==> config.mk <==
export PLATFORM = sky130hd
export DESIGN_NAME = bcd_number_entry
export DESIGN_NICKNAME = d
export VERILOG_FILES = /design/src/rtl/bcd_number_entry.sv
export SDC_FILE = /design/constraint.sdc
export NUM_CORES = 1
export LEC_CHECK = 0
export BUFFER_PORTS_ARGS = -buffer_cell sky130_fd_sc_hd__buf_2
export CORE_MARGIN = 4
export CORE_UTILIZATION = 36
export DETAILED_ROUTE_END_ITERATION = 6
export PLACE_DENSITY = 0.6
export SLEW_MARGIN = 10
export SYNTH_ARGS = -nofsm -noshare
export SYNTH_HDL_FRONTEND = slang
export SYNTH_SLANG_ARGS = --single-unit
==> constraint.sdc <==
create_clock -name clk -period 4.7 [get_ports clk]
set_clock_uncertainty 0.2 [all_clocks]
set_input_delay 0.47 -clock clk [delete_from_list [all_inputs] [get_ports clk]]
set_output_delay 0.47 -clock clk [all_outputs]
set_load 0.05 [all_outputs]
==> src/rtl/bcd_number_entry.sv <==
// Keypad number-entry block: shifts decimal key presses into a BCD working
// register with backspace, clear and overflow handling, and hands the
// committed operand downstream through a valid/ready handshake.
module bcd_number_entry #(
  parameter  int NUM_DIGITS = 4,
  localparam int W          = 4 * NUM_DIGITS,
  localparam int CW         = $clog2(NUM_DIGITS + 1)
) (
  input  logic          clk,
  input  logic          reset,
  input  logic          key_valid,
  input  logic [3:0]    key_code,
  output logic [W-1:0]  display_value,
  output logic [CW-1:0] digit_count,
  output logic          entry_full,
  output logic          overflow_err,
  output logic [W-1:0]  number_out,
  output logic          num_valid,
  input  logic          num_ready
);

  localparam logic [3:0] KEY_BACK   = 4'hA;
  localparam logic [3:0] KEY_CLEAR  = 4'hB;
  localparam logic [3:0] KEY_COMMIT = 4'hC;

  typedef enum logic [1:0] {IDLE, ENTRY, FULL, HOLD} state_t;

  state_t        state_q, state_d;
  logic [W-1:0]  display_q, display_d;
  logic [CW-1:0] count_q, count_d;
  logic          ovf_q, ovf_d;
  logic [W-1:0]  number_q, number_d;
  logic          valid_q, valid_d;
  logic          key_valid_q;
  logic          key_event;

  assign key_event = key_valid & ~key_valid_q;

  // Next-state logic: one key event per rising strobe, HOLD waits for the handshake
  always_comb begin
    state_d   = state_q;
    display_d = display_q;
    count_d   = count_q;
    ovf_d     = 1'b0;
    number_d  = number_q;
    valid_d   = valid_q;
    if (state_q == HOLD) begin
      if ((key_event && key_code == KEY_CLEAR) || num_ready) begin
        valid_d = 1'b0;
        state_d = IDLE;
      end
    end else if (key_event) begin
      if (key_code <= 4'd9) begin
        if (state_q == FULL) begin
          ovf_d = 1'b1;
        end else if (state_q == ENTRY || key_code != 4'd0) begin
          // The working register is all zeros in IDLE, so shifting also covers the first digit
          display_d = (display_q << 4) | W'(key_code);
          count_d   = count_q + CW'(1);
          state_d   = (count_d == CW'(NUM_DIGITS)) ? FULL : ENTRY;
        end
      end else if (key_code == KEY_BACK) begin
        if (count_q != '0) begin
          display_d = display_q >> 4;
          count_d   = count_q - CW'(1);
          state_d   = (count_d == '0) ? IDLE : ENTRY;
        end
      end else if (key_code == KEY_CLEAR) begin
        display_d = '0;
        count_d   = '0;
        state_d   = IDLE;
      end else if (key_code == KEY_COMMIT) begin
        number_d  = display_q;
        valid_d   = 1'b1;
        display_d = '0;
        count_d   = '0;
        state_d   = HOLD;
      end
    end
  end

  // State registers; the strobe delay flop resets high so a key held through reset is not an event
  always_ff @(posedge clk) begin
    if (reset) begin
      state_q     <= IDLE;
      display_q   <= '0;
      count_q     <= '0;
      ovf_q       <= 1'b0;
      number_q    <= '0;
      valid_q     <= 1'b0;
      key_valid_q <= 1'b1;
    end else begin
      state_q     <= state_d;
      display_q   <= display_d;
      count_q     <= count_d;
      ovf_q       <= ovf_d;
      number_q    <= number_d;
      valid_q     <= valid_d;
      key_valid_q <= key_valid;
    end
  end

  assign display_value = display_q;
  assign digit_count   = count_q;
  assign entry_full    = (state_q == FULL);
  assign overflow_err  = ovf_q;
  assign number_out    = number_q;
  assign num_valid     = valid_q;

endmodule

==> out/results.tsv <==
metric	value	unit
Async SR Flop Fraction	0	
Final setup viols	0	
Final min period	2.49	ns
Synthesized Nets	218	
Synth cell types	43	
Worst EP required	4.65	ns
vias in the first global route	1465	
worst-path cell chain	and2_2, nor2_1, nand4_1, mux2i_1, nor2_1	
Pwr per Cell Area	327	nW/µm²
max cap viols	0	
pre-CTS WS	1.90	ns
CP max-delay cell	nand4_1	
status	finished clean	
most common cell after layout, fill and taps aside	buf_2	
DIE HEIGHT	80.6	µm
# rows	26	
Clk Latency, worst-skew pair	0.29	ns
synth warn	0	
CTS buffer count	5	
routability cong.	0.761	
initial antenna violation count	0	
CP Max Fanout	17	
fmax	402	MHz
critical path's most frequent cell	nor2_1	
drt first pass iters	4	
die width	80.6	µm
CTS H-tree depth	2	
leakage dissipation	0.00104	µW
CTS tree	yes	
relative slew slack	0.224	
Mapped Cells	205	
Final Instance Count excl. Fillers	313	
Worst Max-Slew Pin Slew	1.16	ns
global-route wire length before repair	7.45	mm
Hold Crit Start	key_valid	
vias per cell	5.04	
WL final	4.39	mm
register area share after synthesis	0.422	
hold path depth	2	
GRT Util Overall	0.145	
CP max stage delay	0.90	ns
Worst Hold End	key_valid_q	
clk slew on worst S/H paths	0.08	ns
met2 usage	0.218	
critical path arrival	2.44	ns
clock tree buffer depth	2	
CP delay by family, top	simple AND/OR/NAND/NOR gates	
FF+latch count, synth	40	
r2r endpoint	number_out[14]	
M1 GR Usage	0.205	
commonest cells after routing, fill and taps aside	buf_2, dfxtp_1, nor2_1, mux2i_1, nand2_1	
GRT overflow	0	
fin. max-slew vios	0	
largest net degree at the start of global routing	43	
post-route ant nets	0	
Crit Path Category	reg2reg	
number of inserted diodes	0	
global routing's busiest layer	met2	
Syn Area/Cell	9.26	µm²
IO Port Bufs	45	
RSZ-0062 raised after global routing	false	
wire per inst	14.0	µm
root buf cell	clkbuf_8	
Post-synth EDFFs	0	
post-route worst setup slack	2.21	ns
share of cells above drive strength 1	0.272	
R2R depth	5	
CTS sink cnt	40	
DRC	0	
I/O pin cnt	46	
post-synthesis cell area	1900	µm²
HP Class	in2reg	
GR Util met3	0.0404	
fin crit share	0.530	
Critical path buffers and inverters	0	
dpl cells	305	
Main synth FF type	dfxtp_1	
cells resized by post-CTS repair	0	
Critical Path Start Type	register	
postcts setup bufs	0	
Iteration-0 DRC Markers	120	
Critical Path End Type	register	
core area	5110	µm²
area grow syn2layout	17.0	%
hpwl dp	2.93	mm
flop-to-flop setup slack	2.21	ns
reg-to-reg startpoint	state_q[1]	
via count	1579	
Initial Util	0.372	
Final Util	0.435	
full die area	6500	µm²
Final Hold Viols	0	
Setup TNS	0	ns
Nets	255	
Hold-fix buffers, CTS	0	
Max VDD drop	0.124	mV
==> per-stage QoR <==
stage,instance area [µm²],hold slack (ns),total power (µW)
2_1_floorplan,1900,0.323,422
3_3_place_gp,2100,0.263,436
3_5_place_dp,2100,0.271,436
4_1_cts,2220,0.174,733
5_1_grt,2220,0.169,761
6_report,2220,0.176,726
==> cells in the mapped netlist (all sizes together) (3+ instances only) <==
cell type / number / area share
mux2i: 17 / 0.090
ha: 5 / 0.033
nor2: 30 / 0.059
nor3: 8 / 0.021
dfxtp: 40 / 0.42
clkbuf: 6 / 0.019
a211oi: 3 / 0.014
a21oi: 12 / 0.032
a221oi: 9 / 0.042
nand3: 9 / 0.024
o21ai: 5 / 0.013
inv: 6 / 0.012
nor2b: 3 / 0.0099
nand2: 15 / 0.030
buf: 11 / 0.051
==> flip-flops by register name, summed over array words and instances (netlist names) <==
| name | flops |
|---|---|
| display_value | 16 |
| number_out | 16 |
| digit_count | 3 |
| state_q | 2 |
| key_valid_q | 1 |
| num_valid | 1 |
| overflow_err | 1 |
==> power breakdown <==
group	switching [µW]	leakage, µW	internal (µW)	total (µW)
registers	7.73	0.000324	345	353
logic	53.8	0.000659	21.6	75.4
clock network	124	0.0000614	174	298
total	186	0.00104	540	726
==> cell families after synthesis <==
kind of cell               count (synthesis)  share of synthesized area
buffers and inverters                     23                     0.0817
muxes                                     17                     0.0896
xor gates and xnor gates                   1                    0.00461
DFF                                       40                      0.422
adders and majority gates                  6                     0.0389
AOI/OAI and AO/OA                         39                      0.165
and+or+nand+nor                           79                      0.199
==> final cells by class <==
| cell class | count | area, µm² |
|---|---|---|
| Multi-Input combinational cell | 142 | 950 |
| Clock buffer | 6 | 82.6 |
| Fill cell | 525 | 2890 |
| Sequential cell | 40 | 801 |
| Tap cell | 70 | 87.6 |
| Clock inverter | 2 | 38.8 |
| Inverter | 6 | 22.5 |
| Timing Repair Buffer | 47 | 240 |
==> layer usage <==
layer	up-vias	part of all wire
met3	2	0.049
met1	734	0.50
met4	0	0.0041
met5	-	0
li1	802	-
met2	41	0.45
==> how the worst max path moves through the flow <==
stage | start | to | slack, ns | cells past startpoint
global placement | key_valid | number_out[1] | 1.91 | 6
CTS | state_q[1] | number_out[6] | 2.17 | 5
finish | state_q[1] | number_out[14] | 2.21 | 5
floorplan | digit_count[0] | digit_count[0] | 2.27 | 6
global route | state_q[1] | number_out[13] | 1.98 | 5
detailed placement | key_valid | number_out[6] | 1.90 | 6
Power figures use the tool's default switching activity.
